`src/rtl/sram_ctl.sv`:
```
// Controller for an external asynchronous SRAM behind SB_IO pin buffers.
// Turns valid/ready requests into registered, glitch-free strobe sequences with programmable timing.
module sram_ctl #(
   parameter int ADDR_W   = 19,
   parameter int DATA_W   = 8,
   parameter int RD_WAIT  = 2,
   parameter int WR_SETUP = 1,
   parameter int WR_PULSE = 2,
   parameter int WR_HOLD  = 1,
   parameter int TURN     = 1
) (
   input  logic              clk,
   input  logic              reset_n,
   input  logic              req_valid,
   output logic              req_ready,
   input  logic              req_we,
   input  logic [ADDR_W-1:0] req_addr,
   input  logic [DATA_W-1:0] req_wdata,
   output logic              rsp_valid,
   output logic [DATA_W-1:0] rsp_rdata,
   output logic [ADDR_W-1:0] sram_addr,
   output logic              sram_ce_n,
   output logic              sram_oe_n,
   output logic              sram_we_n,
   output logic [DATA_W-1:0] sram_dout,
   output logic              sram_doe,
   input  logic [DATA_W-1:0] sram_din
);

   localparam int MAX_A = (RD_WAIT  > WR_SETUP) ? RD_WAIT  : WR_SETUP;
   localparam int MAX_B = (WR_PULSE > WR_HOLD)  ? WR_PULSE : WR_HOLD;
   localparam int MAX_C = (MAX_A    > MAX_B)    ? MAX_A    : MAX_B;
   localparam int MAX_T = (MAX_C    > TURN)     ? MAX_C    : TURN;
   localparam int CNT_W = (MAX_T < 2) ? 1 : $clog2(MAX_T + 1);

   // Each phase loads its length minus one; the phase ends on the edge where the counter is zero.
   localparam logic [CNT_W-1:0] RD_LD = CNT_W'((RD_WAIT  > 0) ? RD_WAIT  - 1 : 0);
   localparam logic [CNT_W-1:0] SU_LD = CNT_W'((WR_SETUP > 0) ? WR_SETUP - 1 : 0);
   localparam logic [CNT_W-1:0] PU_LD = CNT_W'((WR_PULSE > 0) ? WR_PULSE - 1 : 0);
   localparam logic [CNT_W-1:0] HD_LD = CNT_W'((WR_HOLD  > 0) ? WR_HOLD  - 1 : 0);
   localparam logic [CNT_W-1:0] TN_LD = CNT_W'((TURN     > 0) ? TURN     - 1 : 0);

   if (RD_WAIT < 1) begin : g_bad_rd_wait
      $error("sram_ctl: RD_WAIT must be at least 1");
   end
   if (WR_PULSE < 1) begin : g_bad_wr_pulse
      $error("sram_ctl: WR_PULSE must be at least 1");
   end
   if (WR_SETUP < 0 || WR_HOLD < 0 || TURN < 0) begin : g_bad_negative
      $error("sram_ctl: WR_SETUP, WR_HOLD and TURN must not be negative");
   end

   typedef enum logic [2:0] {
      IDLE,
      RD,
      WSU,
      WPU,
      WHD,
      TRN
   } state_t;

   state_t           state;
   logic [CNT_W-1:0] cnt;

   // NOTE: every output is a flop updated with non-blocking assignments, so the
   // SRAM pins only change right after a clock edge and can never glitch.
   always_ff @(posedge clk or negedge reset_n) begin
      if (!reset_n) begin
         state     <= IDLE;
         cnt       <= '0;
         req_ready <= 1'b0;
         rsp_valid <= 1'b0;
         rsp_rdata <= '0;
         sram_addr <= '0;
         sram_dout <= '0;
         sram_ce_n <= 1'b1;
         sram_oe_n <= 1'b1;
         sram_we_n <= 1'b1;
         sram_doe  <= 1'b0;
      end else begin
         rsp_valid <= 1'b0;
         case (state)
            IDLE: begin
               req_ready <= 1'b1;
               if (req_valid && req_ready) begin
                  req_ready <= 1'b0;
                  sram_addr <= req_addr;
                  sram_dout <= req_wdata;
                  sram_ce_n <= 1'b0;
                  if (!req_we) begin
                     state     <= RD;
                     sram_oe_n <= 1'b0;
                     cnt       <= RD_LD;
                  end else begin
                     sram_doe <= 1'b1;
                     if (WR_SETUP > 0) begin
                        state <= WSU;
                        cnt   <= SU_LD;
                     end else begin
                        state     <= WPU;
                        sram_we_n <= 1'b0;
                        cnt       <= PU_LD;
                     end
                  end
               end
            end

            RD: begin
               if (cnt == '0) begin
                  rsp_rdata <= sram_din;
                  rsp_valid <= 1'b1;
                  sram_oe_n <= 1'b1;
                  sram_ce_n <= 1'b1;
                  req_ready <= 1'b1;
                  state     <= IDLE;
               end else begin
                  cnt <= cnt - CNT_W'(1);
               end
            end

            WSU: begin
               if (cnt == '0) begin
                  state     <= WPU;
                  sram_we_n <= 1'b0;
                  cnt       <= PU_LD;
               end else begin
                  cnt <= cnt - CNT_W'(1);
               end
            end

            WPU: begin
               if (cnt == '0) begin
                  sram_we_n <= 1'b1;
                  if (WR_HOLD > 0) begin
                     state <= WHD;
                     cnt   <= HD_LD;
                  end else if (TURN > 0) begin
                     state     <= TRN;
                     sram_doe  <= 1'b0;
                     sram_ce_n <= 1'b1;
                     cnt       <= TN_LD;
                  end else begin
                     state     <= IDLE;
                     sram_doe  <= 1'b0;
                     sram_ce_n <= 1'b1;
                     req_ready <= 1'b1;
                  end
               end else begin
                  cnt <= cnt - CNT_W'(1);
               end
            end

            WHD: begin
               if (cnt == '0) begin
                  sram_doe  <= 1'b0;
                  sram_ce_n <= 1'b1;
                  if (TURN > 0) begin
                     state <= TRN;
                     cnt   <= TN_LD;
                  end else begin
                     state     <= IDLE;
                     req_ready <= 1'b1;
                  end
               end else begin
                  cnt <= cnt - CNT_W'(1);
               end
            end

            TRN: begin
               if (cnt == '0) begin
                  state     <= IDLE;
                  req_ready <= 1'b1;
               end else begin
                  cnt <= cnt - CNT_W'(1);
               end
            end

            default: begin
               state     <= IDLE;
               req_ready <= 1'b0;
               sram_ce_n <= 1'b1;
               sram_oe_n <= 1'b1;
               sram_we_n <= 1'b1;
               sram_doe  <= 1'b0;
            end
         endcase
      end
   end

   // Bus-contention and strobe-placement invariants of the pin sequencing.
   a_no_oe_we_overlap : assert property (@(posedge clk) disable iff (!reset_n)
      !(!sram_oe_n && !sram_we_n));
   a_drive_implies_no_oe : assert property (@(posedge clk) disable iff (!reset_n)
      sram_doe |-> sram_oe_n);
   a_we_only_in_pulse : assert property (@(posedge clk) disable iff (!reset_n)
      !sram_we_n |-> (state == WPU));
   a_ready_only_idle : assert property (@(posedge clk) disable iff (!reset_n)
      req_ready |-> (state == IDLE));

endmodule

```
`config.mk`:
```
export PLATFORM = sky130hd
export DESIGN_NAME = sram_ctl
export DESIGN_NICKNAME = d
export VERILOG_FILES = /design/src/rtl/sram_ctl.sv
export SDC_FILE = /design/constraint.sdc
export NUM_CORES = 1
export LEC_CHECK = 0
export ABC_CLOCK_PERIOD_IN_PS = 1500
export BUFFER_PORTS_ARGS = -buffer_cell sky130_fd_sc_hd__clkbuf_2
export CELL_PAD_IN_SITES_DETAIL_PLACEMENT = 1
export CELL_PAD_IN_SITES_GLOBAL_PLACEMENT = 1
export CORE_ASPECT_RATIO = 0.5
export CORE_MARGIN = 5
export CORE_UTILIZATION = 25
export CTS_CLUSTER_SIZE = 12
export DETAILED_ROUTE_END_ITERATION = 10
export MAX_ROUTING_LAYER = met4
export PLACE_DENSITY_LB_ADDON = 0.1
export SETUP_SLACK_MARGIN = 0.05
export SYNTH_ARGS = -nofsm -noshare
export SYNTH_HDL_FRONTEND = slang
export SYNTH_SLANG_ARGS = --single-unit
```
`constraint.sdc`:
```
create_clock -name clk -period 1.5 [get_ports clk]
set_input_delay 0.075 -clock clk [delete_from_list [all_inputs] [get_ports clk]]
set_output_delay 0.075 -clock clk [all_outputs]
set_load 0.03 [all_outputs]
```
=== Word level (Yosys, flattened, before mapping) ===
Index checks and enable logic that the tools add are counted.

* Bits in registers: 46
* Input bits: 39
* Output and inout port bits: 41

* Add/sub/neg operators: 1
* Equality and inequality tests: 15
* Multiplexer cells: 28
* Bitwise gates (word level): 5
* Reduce and logical (&&, ||, !) cells: 21

{| class="wikitable"
|+ Operators by type and width
! cell !! number
|-
| $ne 2x2->1 const B || 8
|-
| $mux 3 || 5
|-
| $pmux 1 s3 || 5
|-
| $pmux 3 s5 || 1
|-
| $reduce_or 4->1 || 3
|-
| $mux 1 || 11
|-
| $mux 2 || 5
|-
| $reduce_and 3->1 || 3
|-
| $pmux 2 s4 || 1
|-
| $reduce_and 4->1 || 2
|-
| $eq 3x2->1 const B || 2
|-
| $eq 3x3->1 const B || 2
|-
| $reduce_and 2->1 || 3
|-
| $reduce_or 2->1 || 3
|-
| $reduce_or 3->1 || 2
|-
| $not 1->1 || 5
|-
| $reduce_and 5->1 || 1
|-
| $ne 2x1->1 const B || 2
|-
| $reduce_bool 4->1 || 1
|-
| $eq 3x1->1 const B || 1
|-
| $logic_not 3->1 || 1
|-
| $logic_not 2->1 || 1
|-
| $sub 2x1->2 const B || 1
|-
| $logic_and 1x1->1 || 1
|}

=== Depth between registers and ports, before layout ===
Gate-level depths: netlist of run 1.

* Word-level depth: 4
* Mapped depth: 7

=== Worst setup path before layout of run 1 ===
No wires, ideal clock.

* Path type: register to register
* Start: reg req_ready
* End: reg cnt[1]
* Library setup time: 0.125 ns
* Data arrival time: 1.477 ns
* Required time: 1.375 ns
* Path slack: -0.101 ns
* Cell stages (with the launch flop): 5
* Clock period less this slack: 1.601 ns
* Cells stage by stage: dfrtp_1 -> buf_2 -> a211o_1 -> a21boi_1 -> mux2_2

* Word-level cells in the longest chain between the ends: 3

{| class="wikitable"
|+ Ends and longest elaborated chain
! item !! RTL line !! text
|-
| start, declared || 15 || <nowiki>output logic req_ready,</nowiki>
|-
| start signal, assigned || 71 || <nowiki>req_ready <= 1'b0;</nowiki>
|-
| start signal, assigned || 84 || <nowiki>req_ready <= 1'b1;</nowiki>
|-
| start signal, assigned || 86 || <nowiki>req_ready <= 1'b0;</nowiki>
|-
| $logic_and 1x1->1 || 85 || <nowiki>if (req_valid && req_ready) begin</nowiki>
|-
| $ne 2x2->1 (no line) || - ||
|-
| $reduce_and 3->1 (no line) || - ||
|-
| end signal, assigned || 117 || <nowiki>cnt <= cnt - CNT_W'(1);</nowiki>
|-
| end signal, assigned || 127 || <nowiki>cnt <= cnt - CNT_W'(1);</nowiki>
|-
| end signal, assigned || 149 || <nowiki>cnt <= cnt - CNT_W'(1);</nowiki>
|-
| end, declared || 63 || <nowiki>logic [CNT_W-1:0] cnt;</nowiki>
|}

Every way passes these cells.
A chain may end at the register's enable or synchronous reset.

=== Worst setup path after layout of run 1 ===
* Start: reg cnt[0]
* End: reg rsp_rdata[4]

* Word-level cells in the longest chain between the ends: 2

{| class="wikitable"
|+ Ends and longest elaborated chain
! item !! RTL line !! text
|-
| $logic_not 2->1 || 109 || <nowiki>if (cnt == '0) begin</nowiki>
|-
| $reduce_and 2->1 (no line) || - ||
|-
| end signal, assigned || 110 || <nowiki>rsp_rdata <= sram_din;</nowiki>
|-
| end, declared || 20 || <nowiki>output logic [DATA_W-1:0] rsp_rdata,</nowiki>
|}

Every way passes these cells.

==> run metrics, run 1 <==
Syn. warnings 0; Vias/cell 4.34; Cells after Synth 154; Fin Hold WS 0.0147 ns; total iterations of the first detailed-routing run 4; RSZ-0062 raised after global routing yes; # rows 23; GRT Total Usage 11.1%; Setup crit start kind flop; DP HPWL 4030 microns; TritonCTS Buffers 5; Initial DRC Count 39; final RePlAce weighted congestion 0.725; Final Skew 0.00626 ns; routed length per placed instance 15.8 microns; worst slew pin tran about 0.26 ns; clk slew on worst S/H paths 0.07 ns; final hold violation count 0; commonest cells after routing, fill and taps aside clkbuf_2 (79), dfrtp_1 (39), mux2_4 (26); Synth cell types 36; Avg Cell Area, Syn around 14 sq um; outcome finished with violations; post-route DRC violation count 0; PD cells 2610 mW/mm^2; fraction of the yosys area taken by sequential cells 54.6%; Slew headroom slightly above 80%; crit end category flop; Final WS setup -0.00660 ns; core area 0.00812 sq mm; Setup WS pre-CTS -0.0126 ns; Clock Sinks 46; number of synthesized register bits 46; failing checks negative setup slack; # IOs 80; Cell Area, Synth 0.00212 sq mm; CTS tree built; first-pass GRT wire length ~9000 microns; largest net degree at the start of global routing 47; via count 1588; CP max FO 9; commonest non-fill, non-tap cell in the layout clkbuf_2; CP arrival 1.68 ns; Setup Viol. Count Final 7; data required time at the worst endpoint 1.67 ns; LEAKAGE 1.54 nW; fmax approximately 660 MHz; Final Max Tran Viols 0; layout cells sized above 1 approximately 65%; DIE HEIGHT around 75 microns; clk buf depth 2; PortBufs 79; Initial Utilization a little over a quarter; synth-to-layout area growth 44.7%; final WL 5780 microns; Hold WC Path Type in2reg; vias in the first global route between 1500 and 2000; die area 0.0105 sq mm; total grt overflow 0; H-tree Lvls 2; Max VDD drop between 800 and 900 uV; remaining antenna violation count 0; min Tclk post-route between 1.5 and 2 ns; Setup Crit Path Kind reg2reg; n_diodes 0; Max Cap Viol 0; clock latency at the later pin of the worst-skew pair 0.29 ns; Root Buffer clkbuf_16; syn nets 196; Fill cells 888; fin crit share 100%; fin nets 295; initial antenna violation count 0; die width around 140 microns
[through the flow]
step / power (mW) / TNS [ns] / area (sq um) / utilization [%] / std cells
after detailed placement: 6.49 / -0.0530 / 2770 / 34.1 / 351
after global placement: 6.40 / 0 / 2770 / 34.1 / 351
after CTS: 7.90 / -0.117 / 2970 / 36.6 / 361
final: 7.99 / -0.0222 / 3060 / 37.7 / 366
after global routing: 8.47 / -1.06 / 3060 / 37.7 / 366
after floorplan: 5.19 / -0.184 / 2140 / - / 154
[worst max-delay path, stage by stage (launching register included)]
cell,delay [ns]
dfrtp_1,0.40
inv_2,0.08
ha_4,0.16
nand2_4,0.07
nor3_4,0.20
buf_12,0.15
mux2_2,0.33
[per-layer routing]
layer  global-route usage [%]  part of all wire (%)  up-vias
li1                         -                     -      747
met1                     13.0                    44      803
met2                     19.4                    52       34
met3                     2.98                   3.3        4
met4                     3.22                  0.76        0
met5                        -                     0        -
[flip-flops by register name (all words and copies together), names as in the netlist]
register	flops
rsp_rdata	8
sram_we_n	1
cnt	2
req_ready	1
sram_ce_n	1
state	3
sram_dout	8
sram_doe	1
sram_oe_n	1
rsp_valid	1
sram_addr	19
[area by class of cell]
type	count	area, sq um	share of cell area, %
flip-flops and latches	46	1160	37.9
clock inverters	3	43.8	1.43
multi-input cells	94	945	30.9
inverters	4	15.0	0.490
well taps	112	140	4.58
clock buffers	5	125	4.09
repair buffers	102	633	20.7
[worst paths after layout]
check / start / to / slack (ns) / depth (start not counted)
worst max-delay path: cnt[0]$_DFFE_PN0P_ / rsp_rdata[4]$_DFFE_PN0P_ / -0.007 / 6
worst min-delay path: req_addr[13] / sram_addr[13]$_DFFE_PN0P_ / 0.01 / 2
worst max register to register: cnt[0]$_DFFE_PN0P_ / rsp_rdata[4]$_DFFE_PN0P_ / -0.007 / 6
worst min register to register: sram_dout[6]$_DFFE_PN0P_ / sram_dout[6]$_DFFE_PN0P_ / 0.51 / 1
max in group asynchronous: reset_n / sram_oe_n$_DFFE_PN1P_ / 0.91 / 3
min in group asynchronous: reset_n / sram_dout[6]$_DFFE_PN0P_ / 0.31 / 3
[cells in the mapped netlist]
master / n / share of area, %
a41oi_1: 1 / 0.41
nand2_1: 9 / 1.6
mux2_4: 20 / 14
nor2_1: 5 / 0.89
mux2_2: 16 / 8.5
inv_1: 3 / 0.53
ha_1: 3 / 1.8
o21ai_0: 6 / 1.4
a22oi_1: 1 / 0.35
or3_1: 1 / 0.30
o221ai_1: 1 / 0.41
dfrtp_1: 43 / 51
clkbuf_1: 2 / 0.35
nor2b_1: 1 / 0.30
nor3_4: 2 / 1.5
o32ai_1: 1 / 0.41
a22o_1: 1 / 0.41
buf_2: 5 / 1.2
buf_6: 3 / 1.6
dfstp_2: 3 / 3.7
a21boi_1: 1 / 0.35
nand3_4: 1 / 0.83
nand2b_1: 3 / 0.89
a21o_1: 1 / 0.35
o31ai_1: 1 / 0.35
a221oi_1: 1 / 0.41
a31oi_1: 1 / 0.30
a21oi_1: 8 / 1.9
a311o_1: 1 / 0.47
o2bb2ai_1: 2 / 0.83
a211o_1: 1 / 0.41
o22ai_1: 1 / 0.30
inv_2: 1 / 0.18
mux2i_1: 2 / 0.95
a211oi_1: 1 / 0.35
nand3b_1: 1 / 0.35
[cells by family after synthesis]
group                    after synthesis  synth area share [%]
AO/OA/AOI/OAI                         30                  9.46
adder cells (fa/ha/maj)                3                  1.77
buffers and inverters                 14                  3.84
flip-flops                            46                  54.6
multiplexers                          38                  23.7
AND/OR/NAND/NOR                       23                  6.68
[repair_timing]
| item | CTS | global route |
|---|---|---|
| setup endpoints to repair | 31 | 39 |
| buffers inserted | 1 | 3 |
| hold buffers | 1 | 0 |
| pin swaps | 0 | 0 |
| hold endpoints to repair | 43 | 0 |
| cloned | 0 | 2 |
| gates resized for setup | 4 | 11 |
[power breakdown]
part	internal (mW)	switching, mW	leakage [nW]
Combinational	1.94	2.41	0.916
Sequential	1.91	0.447	0.539
Clock	0.790	0.495	0.0842
Note: power is estimated with default switching activity, not from simulation.
==> inputs of run 2 (changes only) <==
--- a/config.mk
+++ b/config.mk
@@ -5,6 +5,7 @@
 export SDC_FILE = /design/constraint.sdc
 export NUM_CORES = 1
 export LEC_CHECK = 0
+export ABC_AREA = 1
 export ABC_CLOCK_PERIOD_IN_PS = 1500
 export BUFFER_PORTS_ARGS = -buffer_cell sky130_fd_sc_hd__clkbuf_2
 export CELL_PAD_IN_SITES_DETAIL_PLACEMENT = 1
==> run metrics, run 2 <==
syn nets 296 (was 196); total iterations of the first detailed-routing run 4 (unchanged); worst slew pin tran 0.290 ns (was 0.259 ns); n_diodes 0 (unchanged); adder-cell share of the synthesized area 1.67% (was 1.77%); Setup Crit Path Kind reg2reg (unchanged); Clock Sinks 46 (unchanged); max FFs per register 19 (unchanged); fin nets 390 (was 295); main combinational cell family by area after synthesis simple AND/OR/NAND/NOR gates (was multiplexers); critical path's slowest cell dfrtp_1 (unchanged); Compound-Gate Fraction of Synth Area 1.84% (was 9.46%); min Tclk post-route 1.34 ns (was 1.51 ns); Seq pwr share 30.3% (was 29.6%); H-tree Lvls 2 (unchanged); commonest cells after routing, fill and taps aside nand2_1 (115), clkbuf_2 (79), dfrtp_1 (43) (was clkbuf_2 (79), dfrtp_1 (39), mux2_4 (26)); crit path launch cnt[0]$_DFFE_PN0P_ (unchanged); largest net degree at the start of global routing 47 (unchanged); PortBufs 79 (unchanged); setup TNS 0 ns (was -0.0222 ns); hold path start sram_din[1] (was req_addr[13]); Max VDD drop 644 uV (was 844 uV); number of synthesized register bits 46 (unchanged); CP max FO 3 (was 9); die area 0.0111 sq mm (was 0.0105 sq mm); outcome completed (was finished with violations); Fill cells 1071 (was 888); remaining antenna violation count 0 (unchanged); LEAKAGE 1.66 nW (was 1.54 nW); RR Startpoint cnt[0]$_DFFE_PN0P_ (unchanged); Initial DRC Count 65 (was 39); post-route insts no fill 466 (was 366); ys async rst share 100% (unchanged); Cells after Synth 254 (was 154); clock group share of total power 15.4% (was 16.1%); Root Buffer clkbuf_16 (unchanged); Tot Pwr 7.32 mW (was 7.99 mW); most common cell in the netlist nand2_1 (was dfrtp_1); Syn. warnings 0 (unchanged); Yosys top cell by area dfrtp_1 (unchanged); Setup Viol. Count Final 0 (was 7); slowest stage delay, CP 0.36 ns (was 0.40 ns); top cells by area, synth dfrtp_1 (48%), nand2_1 (19%), nand3_1 (7.3%) (was dfrtp_1 (51%), mux2_4 (14%), mux2_2 (8.5%)); Comb pwr share 54.3% (was 54.4%); Synth cell types 27 (was 36); post-synth top area share 47.9% (was 50.9%); Buffers & Inverters on Critical Path 2 (unchanged); # rows 24 (was 23); CTS tree built (unchanged); switching pwr 3.66 mW (was 3.35 mW); Sw Ratio 50.1% (was 41.9%); Initial Utilization 25.7% (was 26.1%); simple-gate share of the synthesized area 37.2% (was 6.68%); synth-to-layout area growth 33.6% (was 44.7%); Max Cap Viol 0 (unchanged); XOR/XNOR share of the synthesized area 0% (unchanged); Vias/cell 4.28 (was 4.34); fmax 744 MHz (was 664 MHz); Crit path max-delay family flip-flops (unchanged); clock latency at the later pin of the worst-skew pair 0.29 ns (about the same); TritonCTS Buffers 5 (unchanged); layout cells sized above 1 36.4% (was 64.6%); Final Max Tran Viols 0 (unchanged); clk slew on worst S/H paths 0.07 ns (about the same); biggest regs sram_addr (19), rsp_rdata (8), sram_dout (8) (unchanged); clk buf depth 2 (unchanged); Final Skew 0.00545 ns (was 0.00626 ns); final hold violation count 0 (unchanged); Avg Cell Area, Syn 8.85 sq um (was 13.7 sq um); # IOs 80 (unchanged); Hold WC Path Type in2reg (unchanged); final RePlAce weighted congestion 0.820 (was 0.725); top post-synthesis cells by count nand2_1 (115), dfrtp_1 (43), nand3_1 (33) (was dfrtp_1 (43), mux2_4 (20), mux2_2 (16)); die width 144 microns (was 140 microns); crit-path most repeated cell nand2_1; Reg with most FFs sram_addr (unchanged); vias in the first global route 2143 (was 1771); data required time at the worst endpoint 1.73 ns (was 1.67 ns); Pint 3.66 mW (was 4.64 mW); fin crit share 89.6% (was 100%); DP HPWL 4700 microns (was 4030 microns); number of flops mapped to enable cells by yosys 0 (unchanged); Placed Instances 449 (was 351); critical path, cell by cell inv_2 > ha_1 > buf_4 > nand2_1 > nand2_1 > a21oi_1 > nand2_1 > nand2_1 (was inv_2 > ha_4 > nand2_4 > nor3_4 > buf_12 > mux2_2); RSZ-0062 raised after global routing yes (unchanged); CP arrival 1.58 ns (was 1.68 ns); PD cells 2440 mW/mm^2 (was 2610 mW/mm^2); Synth Flop Type dfrtp_1 (unchanged); first-pass GRT wire length 10400 microns (was 8960 microns); commonest non-fill, non-tap cell in the layout nand2_1 (was clkbuf_2); core area 0.00874 sq mm (was 0.00812 sq mm); fraction of the yosys area taken by sequential cells 51.4% (was 54.6%); total grt overflow 0 (unchanged); via count 1996 (was 1588); crit end category flop (unchanged); DIE HEIGHT 77.0 microns (was 75.1 microns); GRT Total Usage 12.0% (was 11.1%); final core utilization 34.3% (was 37.7%); Setup crit start kind flop (unchanged); routed length per placed instance 13.5 microns (was 15.8 microns); Slew headroom 80.6% (was 82.7%); post-synthesis mux area share 0% (was 23.7%); post-route DRC violation count 0 (unchanged); final WL 6270 microns (was 5780 microns); initial antenna violation count 0 (unchanged); Cell Area, Synth 0.00225 sq mm (was 0.00212 sq mm)
run 2: what timing repair did:
item	CTS	global route
cloned	0	0
setup buffers	0	0
resized for setup	1	9
setup endpoints to repair	1	37
pin swaps	0	1
hold buffers	9	0
endpoints found under the hold margin	51	0
run 2: worst paths after layout:
check / end / slack [ns] / cells after the start
worst max-delay path: cnt[0]$_DFFE_PN0P_ / 0.16 / 8
worst min-delay path: rsp_rdata[1]$_DFFE_PN0P_ / 0.01 / 3
worst max register to register: cnt[0]$_DFFE_PN0P_ / 0.16 / 8
worst min register to register: sram_oe_n$_DFFE_PN1P_ / 0.46 / 2
max in group asynchronous: sram_ce_n$_DFFE_PN1P_ / 0.90 / 3
min in group asynchronous: cnt[0]$_DFFE_PN0P_ / 0.29 / 3
run 2: routing by layer:
| metal | up-vias | share of wire [%] | global-route usage (%) | wire, microns |
|---|---|---|---|---|
| met3 | 9 | 5.4 | 3.54 | 338 |
| li1 | 993 | - | - | - |
| met4 | 0 | 1.0 | 2.82 | 63 |
| met5 | - | 0 | - | 0 |
| met2 | 39 | 49 | 20.0 | 3070 |
| met1 | 955 | 45 | 14.3 | 2800 |
run 2: cell families (layout without fill, tap and decap cells):
logic type | Yosys count | count (layout)
AOI/OAI and AO/OA | 7 | 7
buffers and inverters | 23 | 118
DFF | 46 | 46
and+or+nand+nor | 175 | 175
adders and majority gates | 3 | 3
run 2: power groups by stage:
stage	Clock (mW)	Combinational, mW	Sequential (mW)
after floorplan	0	2.00	3.21
after global placement	0	3.90	2.23
after detailed placement	0	3.97	2.24
after CTS	1.20	3.99	2.22
after global routing	1.24	4.41	2.30
final	1.13	3.97	2.22
run 2: cell type report:
class                      count  area, sq um  share of cell area (%)
sequential                    46         1150                    38.5
multi-input combinational    185          927                    30.9
timing repair buffer          96          562                    18.7
tap                          117          146                    4.88
clock buffer                   5          125                    4.17
inverter                      14         62.6                    2.08
clock inverter                 3         23.8                   0.792
run 2: stage by stage:
| step | worst slack, ns | cell area (sq um) | hold slack (ns) |
|---|---|---|---|
| after CTS | 0.0508 | 2980 | 0.000236 |
| after floorplan | 0.138 | 2250 | -0.221 |
| after global placement | 0.0482 | 2740 | 0.0837 |
| final | 0.155 | 3000 | 0.00981 |
| after detailed placement | 0.0567 | 2740 | 0.0900 |
| after global routing | 0.0493 | 3000 | 0.00773 |
run 2: worst reg2reg max path, stage by stage (launching register included):
cell     delay, ns
dfrtp_1       0.36
inv_2         0.06
ha_1          0.21
buf_4         0.16
nand2_1       0.06
nand2_1       0.07
a21oi_1       0.20
nand2_1       0.09
nand2_1       0.07
==> inputs of run 3 (changes only) <==
--- a/config.mk
+++ b/config.mk
@@ -17,6 +17,7 @@
 export DETAILED_ROUTE_END_ITERATION = 10
 export MAX_ROUTING_LAYER = met4
 export PLACE_DENSITY_LB_ADDON = 0.1
+export RECOVER_POWER = 50
 export SETUP_SLACK_MARGIN = 0.05
 export SYNTH_ARGS = -nofsm -noshare
 export SYNTH_HDL_FRONTEND = slang
==> run metrics, run 3 (synthesis results as in run 2) <==
outcome completed (unchanged); post-CTS setup buffers 0 (unchanged); Fill cells 1076 (was 1071); die width 144 microns (unchanged); die area 0.0111 sq mm (unchanged); post-route insts no fill 466 (unchanged); n_diodes 0 (unchanged); Setup Viol. Count Final 0 (unchanged); TritonCTS Buffers 5 (unchanged); post-route DRC violation count 0 (unchanged); clock latency at the later pin of the worst-skew pair 0.29 ns (about the same); Clock Sinks 46 (unchanged); routed length per placed instance 13.5 microns (about the same); fin nets 390 (unchanged); Placed Instances 449 (unchanged); LEAKAGE 1.59 nW (was 1.66 nW); first-pass GRT wire length 10400 microns (unchanged); CP arrival 1.58 ns (about the same); min Tclk post-route 1.35 ns (was 1.34 ns); Root Buffer clkbuf_16 (unchanged); Final Skew 0.00595 ns (was 0.00545 ns); core area 0.00874 sq mm (unchanged); Initial DRC Count 62 (was 65); reg2reg setup slack 0.15 ns (was 0.16 ns); # rows 24 (unchanged); switching pwr 3.67 mW (was 3.66 mW); fin crit share 89.7% (was 89.6%); Vias/cell 4.27 (was 4.28); final hold violation count 0 (unchanged); # IOs 80 (unchanged); Max VDD drop 611 uV (was 644 uV); Final Max Tran Viols 0 (unchanged); final WL 6300 microns (was 6270 microns); layout cells sized above 1 30.7% (was 36.4%); commonest non-fill, non-tap cell in the layout nand2_1 (unchanged); Multi-input gate area 927 sq um (unchanged); setup TNS 0 ns (unchanged); Reg area 0.00115 sq mm (unchanged); initial antenna violation count 0 (unchanged); largest net degree at the start of global routing 47 (unchanged); crit end category flop (unchanged); Sw Ratio 50.5% (was 50.1%); Initial Utilization 25.7% (unchanged); total grt overflow 0 (unchanged); Max Cap Viol 0 (unchanged); RSZ-0062 raised after global routing yes (unchanged); fmax 743 MHz (was 744 MHz); Seq pwr share 30.5% (was 30.3%); clk buf depth 2 (unchanged); Setup crit start kind flop (unchanged); worst slew pin tran 0.668 ns (was 0.290 ns); max FFs per register 19 (unchanged); Pint 3.59 mW (was 3.66 mW); Slew headroom 55.5% (was 80.6%); DIE HEIGHT 77.0 microns (unchanged); Reg with most FFs sram_addr (unchanged); biggest regs sram_addr (19), rsp_rdata (8), sram_dout (8) (unchanged); CP max FO 3 (unchanged); CTS tree built (unchanged); vias in the first global route 2143 (unchanged); clk slew on worst S/H paths 0.07 ns (about the same); clock group share of total power 15.6% (was 15.4%); via count 1991 (was 1996); synth-to-layout area growth 31.9% (was 33.6%); data required time at the worst endpoint 1.73 ns (about the same); Comb pwr share 53.9% (was 54.3%); PD cells 2450 mW/mm^2 (was 2440 mW/mm^2); Hold WC Path Type in2reg (unchanged); total iterations of the first detailed-routing run 4 (unchanged); Setup Crit Path Kind reg2reg (unchanged); final RePlAce weighted congestion 0.820 (unchanged); commonest cells after routing, fill and taps aside nand2_1 (115), clkbuf_2 (59), dfrtp_1 (43) (was nand2_1 (115), clkbuf_2 (79), dfrtp_1 (43)); PortBufs 79 (unchanged); H-tree Lvls 2 (unchanged); DP HPWL 4700 microns (unchanged); remaining antenna violation count 0 (unchanged); GRT Total Usage 12.0% (unchanged)
[run 3: cell count changes in the layout (fill, tap and decap cells not counted)]
cell / delta
clkbuf_4: +1
clkbuf_2: -20
clkbuf_1: +20
buf_12: -1
[run 3: final cells by class]
cell class,count,area share (%)
clock inverter,3,0.802
multi-input combinational,185,31.3
tap,117,4.94
clock buffer,5,4.22
sequential,46,39.0
inverter,14,2.11
timing repair buffer,96,17.7
[run 3: layer usage]
| metal | wire length [microns] | GRT usage, % |
|---|---|---|
| met5 | 0 | - |
| met4 | 63 | 2.82 |
| met3 | 335 | 3.54 |
| met2 | 3060 | 20.0 |
| met1 | 2840 | 14.3 |
[run 3: power groups by stage]
stage	Sequential [mW]	Clock, mW	Combinational [mW]
finish	2.21	1.13	3.91
global route	2.30	1.24	4.35
CTS	2.22	1.20	3.99
detailed placement	2.24	0	3.97
global placement	2.23	0	3.90
floorplan	3.21	0	2.00
[run 3: critical path, stage by stage (launching register included)]
cell and delay (ns):
dfrtp_1 0.36, inv_2 0.06, ha_1 0.21, buf_4 0.16, nand2_1 0.06, nand2_1 0.07, a21oi_1 0.20, nand2_1 0.09
nand2_1 0.07
[run 3: timing repair]
item	CTS	global route
endpoints found under the hold margin	51	0
pin swaps	0	1
endpoints found under the setup margin	1	37
hold buffers	9	0
gates resized for setup	1	9
[run 3: worst paths after layout]
| path | startpoint | end | cells past startpoint |
|---|---|---|---|
| worst max-delay path | cnt[0]$_DFFE_PN0P_ | cnt[0]$_DFFE_PN0P_ | 8 |
| worst min-delay path | sram_din[1] | rsp_rdata[1]$_DFFE_PN0P_ | 3 |
| worst max register to register | cnt[0]$_DFFE_PN0P_ | cnt[0]$_DFFE_PN0P_ | 8 |
| worst min register to register | sram_oe_n$_DFFE_PN1P_ | sram_oe_n$_DFFE_PN1P_ | 2 |
| max in group asynchronous | reset_n | sram_addr[7]$_DFFE_PN0P_ | 3 |
| min in group asynchronous | reset_n | cnt[0]$_DFFE_PN0P_ | 3 |
[run 3: through the flow]
step / power, mW / area, sq um / utilization [%] / worst slack [ns] / hold slack [ns]
final: 7.25 / 2960 / 33.9 / 0.155 / 0.00977
after global routing: 7.89 / 2960 / 33.9 / 0.0493 / 0.00773
after detailed placement: 6.21 / 2740 / 31.4 / 0.0567 / 0.0900
after floorplan: 5.21 / 2250 / - / 0.138 / -0.221
after global placement: 6.13 / 2740 / 31.4 / 0.0482 / 0.0837
after CTS: 7.41 / 2980 / 34.1 / 0.0508 / 0.000236
